### config.mk
export PLATFORM = sky130hd
export DESIGN_NAME = bus_arbiter_rr
export DESIGN_NICKNAME = d
export VERILOG_FILES = /design/src/rtl/bus_arbiter_rr.sv
export SDC_FILE = /design/constraint.sdc
export NUM_CORES = 1
export LEC_CHECK = 0
export ABC_AREA = 1
export CORE_AREA = 3 3 56 71
export DETAILED_ROUTE_END_ITERATION = 10
export DIE_AREA = 0 0 59 74
export PLACE_DENSITY = 0.51
export SKIP_CTS_REPAIR_TIMING = 1
export SYNTH_ARGS = -nofsm -noshare
export SYNTH_HDL_FRONTEND = slang
export SYNTH_SLANG_ARGS = --single-unit
### constraint.sdc
create_clock -name clk -period 1.73 [get_ports clk]
set_input_delay 0.4325 -clock clk [delete_from_list [all_inputs] [get_ports clk]]
set_output_delay 0.4325 -clock clk [all_outputs]
set_load 0.02 [all_outputs]
### src/rtl/bus_arbiter_rr.sv
// Round-robin bus controller: arbitrates N_MASTERS requesters onto one address/data path,
// decodes the target slave and runs the data phase with response handling and a wait timeout.
//
// state | meaning
// IDLE  | bus free, arbitrate among requesting, non-split masters
// ADDR  | address phase, capture read_write and slv_id, decode slave
// DATA  | data phase, wait for ready or timeout, then resolve response
module bus_arbiter_rr #(
   parameter int N_MASTERS = 2,
   parameter int N_SLAVES  = 2,
   parameter int MAX_WAIT  = 15,
   localparam int MW = $clog2(N_MASTERS),
   localparam int SW = $clog2(N_SLAVES),
   localparam int CW = $clog2(MAX_WAIT + 1)
) (
   input  logic                 clk,
   input  logic                 rst,
   input  logic [N_MASTERS-1:0] busreq,
   input  logic                 read_write,
   input  logic [SW-1:0]        slv_id,
   input  logic                 ready,
   input  logic [1:0]           response,
   input  logic [N_MASTERS-1:0] split_clr,
   output logic [N_MASTERS-1:0] grant,
   output logic [MW-1:0]        m_sel,
   output logic [N_SLAVES-1:0]  slv_sel,
   output logic                 aout,
   output logic                 dout,
   output logic                 error,
   output logic [N_MASTERS-1:0] split_mask
);

   typedef enum logic [1:0] {IDLE, ADDR, DATA} state_t;

   localparam logic [1:0] RESP_ERROR = 2'b01;
   localparam logic [1:0] RESP_RETRY = 2'b10;
   localparam logic [1:0] RESP_SPLIT = 2'b11;

   state_t               state, state_nxt;
   logic [MW-1:0]        ptr, ptr_nxt, pick, cand, m_inc, m_sel_nxt;
   logic [CW-1:0]        cnt, cnt_nxt;
   logic [N_MASTERS-1:0] elig, grant_nxt, split_set, split_nxt;
   logic [N_SLAVES-1:0]  slv_sel_nxt;
   logic                 aout_nxt, dout_nxt, error_nxt, done, retry;

   always_ff @(posedge clk or negedge rst) begin
      if (!rst) begin
         state      <= IDLE;
         ptr        <= '0;
         cnt        <= '0;
         grant      <= '0;
         m_sel      <= '0;
         slv_sel    <= '0;
         aout       <= 1'b0;
         dout       <= 1'b0;
         error      <= 1'b0;
         split_mask <= '0;
      end else begin
         state      <= state_nxt;
         ptr        <= ptr_nxt;
         cnt        <= cnt_nxt;
         grant      <= grant_nxt;
         m_sel      <= m_sel_nxt;
         slv_sel    <= slv_sel_nxt;
         aout       <= aout_nxt;
         dout       <= dout_nxt;
         error      <= error_nxt;
         split_mask <= split_nxt;
      end
   end

   // Scan from the farthest offset back to the pointer so the nearest eligible master wins.
   always_comb begin
      elig = busreq & ~split_mask;
      pick = ptr;
      cand = ptr;
      for (int i = N_MASTERS - 1; i >= 0; i--) begin
         cand = MW'((int'(ptr) + i) % N_MASTERS);
         if (elig[cand]) pick = cand;
      end
      m_inc = (m_sel == MW'(N_MASTERS - 1)) ? '0 : m_sel + MW'(1);
   end

   always_comb begin
      state_nxt   = state;
      ptr_nxt     = ptr;
      cnt_nxt     = cnt;
      grant_nxt   = grant;
      m_sel_nxt   = m_sel;
      slv_sel_nxt = slv_sel;
      aout_nxt    = aout;
      dout_nxt    = dout;
      error_nxt   = 1'b0;
      split_set   = '0;
      done        = 1'b0;
      retry       = 1'b0;

      case (state)
         IDLE: begin
            if (|elig) begin
               grant_nxt       = '0;
               grant_nxt[pick] = 1'b1;
               m_sel_nxt       = pick;
               aout_nxt        = 1'b1;
               state_nxt       = ADDR;
            end
         end
         ADDR: begin
            if ({1'b0, slv_id} >= (SW + 1)'(N_SLAVES)) begin
               error_nxt = 1'b1;
               grant_nxt = '0;
               aout_nxt  = 1'b0;
               ptr_nxt   = m_inc;
               state_nxt = IDLE;
            end else begin
               slv_sel_nxt         = '0;
               slv_sel_nxt[slv_id] = 1'b1;
               dout_nxt            = read_write;
               cnt_nxt             = '0;
               state_nxt           = DATA;
            end
         end
         DATA: begin
            if (ready) begin
               done = 1'b1;
               case (response)
                  RESP_ERROR: error_nxt = 1'b1;
                  RESP_RETRY: retry = 1'b1;
                  RESP_SPLIT: split_set[m_sel] = 1'b1;
                  default:    ;
               endcase
            end else if (cnt == CW'(MAX_WAIT)) begin
               error_nxt = 1'b1;
               done      = 1'b1;
            end else begin
               cnt_nxt = cnt + CW'(1);
            end
            // A retried master keeps top priority: park the pointer on it rather than past it.
            if (done) begin
               grant_nxt   = '0;
               slv_sel_nxt = '0;
               aout_nxt    = 1'b0;
               dout_nxt    = 1'b0;
               cnt_nxt     = '0;
               ptr_nxt     = retry ? m_sel : m_inc;
               state_nxt   = IDLE;
            end
         end
         default: state_nxt = IDLE;
      endcase

      split_nxt = (split_mask & ~split_clr) | split_set;
   end

endmodule

==> qor.csv <==
metric;value;unit
status;finished clean;
Switching Power;691.6;uW
DR pass1 iterations;4;
number of max-cap violations;0;
Gate Count Post-Synth;105;
crit-path leading delay family;buffers and inverters;
Area growth, synth to finish;36.16;%
GRT Total Usage;9.771;%
power consumption;1717;uW
sequential fraction of the synthesis area;50.60;%
NumNets Final;146;
Crit Path Class;flip-flop to output port;
Sw Share;40.29;%
io pins;21;
DR vias;722;
critical path launch point type;flip-flop;
ys flop type;dfrtp_1;
P_int;1025;uW
critical path cell sequence;clkdlybuf4s50_1;
Slew @ Worst Pin;0.2563;ns
largest net degree at the start of global routing;18;
DIE AREA;0.004366;sq mm
Max H-tree Level;1;
Hold Startpoint;aout$_DFFE_PN0P_;
layout cells sized above 1;3.846;%
area of the multi-input gates;347.8;sq um
Mapped Nets;120;
Initial Utilization;24.56;%
die height;74;um
DR WL/cell;10.80;um
total wire length;1825;um
total global routing overflow;0;
pwr dens;1500;mW/mm^2
fin crit share;95.32;%
Rows;24;
Critical Path Fanout Max;2;
PortBufs;20;
Worst slew margin;82.91;%
Fin Clk Skew;0.002744;ns
Comb pwr share;46.8;%
final setup violation count;0;
Core ar.;0.003423;sq mm
Clock Power Share;17.3;%
Fmax;606.4;MHz
Detailed Place HPWL;1443;um
first-pass GRT wire length;3215;um
Setup crit start;slv_sel[1]$_DFFE_PN0P_;
CP peak stage delay;0.61;ns
most frequent cells after synthesis;nand2_1, inv_1, dfrtp_1, nand3_1, nor2_1;
via/cell ratio;4.272;
Setup TNS;0;ns
share of flip-flops with an asynchronous set or reset;100.0;%
CTS tree;built;
DR iter-0 viols;11;
cell with the most instances after synthesis;nand2_1;
vias in the first global route;763;
Synth Cell Area;840.8;sq um
Reg area;425.4;sq um
worst path bufs/invs;1;
EDFF count, synth;0;
clk_lat worst skew;0.25;ns
drc violations;0;
clk buf depth;2;
fillers;381;
CTS Buf Count;3;
Syn. warnings;0;
CP required;1.30;ns
worst ir drop on vdd;544.0;uV
antenna viol nets, final;0;
Synth cell types;15;
final number of hold-violating endpoints;0;
routability cong.;0.7663;
CP arrival;1.22;ns
largest area contributor in the netlist;dfrtp_1;
initial antenna violation count;0;
crit path max-delay cell type;clkdlybuf4s50_1;
Leak;0.0005827;uW
clock sink count;17;
register share of total power;35.9;%
synthesized area per cell;8.008;sq um
die extent in x;59;um
antenna cells;0;
minimum clock period;1.649;ns
clock tree root driver cell;clkbuf_8;
crit end category;output port;
final core occ;33.44;%
Seq cells post-synth;17;
Crit Reg-Reg Startpoint;state[0]$_DFFE_PN0P_;
Worst-path clk slew;0.07;ns
RSZ-0062 raised after global routing;false;
Synth top area share;50.60;%
top cells by area, synth;dfrtp_1, nand2_1, inv_1, ha_1, nand3_1;
final slew viol count;0;
hold crit path type;flip-flop to flip-flop;
## power by group through the flow
stage          registers [uW]  logic [uW]  clock network [uW]
3_5_place_dp              630         816                   0
5_1_grt                   640         924                 326
4_1_cts                   621         825                 314
2_1_floorplan             713         409                   0
3_3_place_gp              629         807                   0
6_report                  617         803                 297
## worst paths after layout
check | to | slack (ns) | cells past startpoint
worst max-delay path | slv_sel[1] | 0.08 | 1
worst min-delay path | aout$_DFFE_PN0P_ | 0.47 | 2
worst max register to register | slv_sel[0]$_DFFE_PN0P_ | 0.34 | 6
worst min register to register | aout$_DFFE_PN0P_ | 0.47 | 2
max in group asynchronous | grant[1]$_DFFE_PN0P_ | 1.03 | 2
min in group asynchronous | cnt[3]$_DFFE_PN0P_ | 0.51 | 2
## cell families after synthesis
group           Yosys count  share of synthesized area, %
simple gates             53                         26.19
buf+inv                  18                         8.035
flops                    17                         50.60
compound gates           11                         7.142
fa+ha+maj                 4                         5.953
xor+xnor                  2                         2.084
## area by class of cell
type / count / share of cell area [%]
clock buffer: 4 / 3.934
inverter: 18 / 5.902
multi-input combinational: 70 / 30.38
sequential: 17 / 37.16
tap: 39 / 4.262
timing repair buffer: 21 / 18.36
## through the flow
step | setup WS, ns | instance area, sq um | cells | hold WS [ns]
global route | 0.03188 | 1145 | 169 | 0.5125
floorplan | 0.5364 | 840.8 | 105 | 0.1369
detailed placement | 0.1835 | 1097 | 165 | 0.4642
finish | 0.08092 | 1145 | 169 | 0.4720
global placement | 0.1915 | 1097 | 165 | 0.4582
CTS | 0.00003353 | 1142 | 169 | 0.4812
## layer usage
| layer | share of wire [%] | vias to the layer above | wire (um) | track usage [%] |
|---|---|---|---|---|
| li1 | - | 376 | - | - |
| met1 | 42 | 327 | 759 | 11.05 |
| met2 | 52 | 15 | 953 | 17.32 |
| met3 | 4.0 | 4 | 73 | 1.563 |
| met4 | 2.1 | 0 | 39 | 5.290 |
| met5 | 0 | - | 0 | 0 |
## sequential cells by signal, indices dropped and copies added, names as in the netlist
register	flops
cnt	4
grant	2
slv_sel	2
split_mask	2
state	2
aout	1
dout	1
error	1
m_sel	1
ptr	1
## cells in the final DEF, fill, tap and decap left out, types with 3 or more instances in the layout
cell type and count:
clkbuf_8 3, clkdlybuf4s50_1 19, dfrtp_1 17, ha_1 4, inv_1 18, nand2_1 35, nand3_1 8, nor2_1 7
o21ai_0 3, o21ai_1 3
Power figures use the tool's default switching activity.
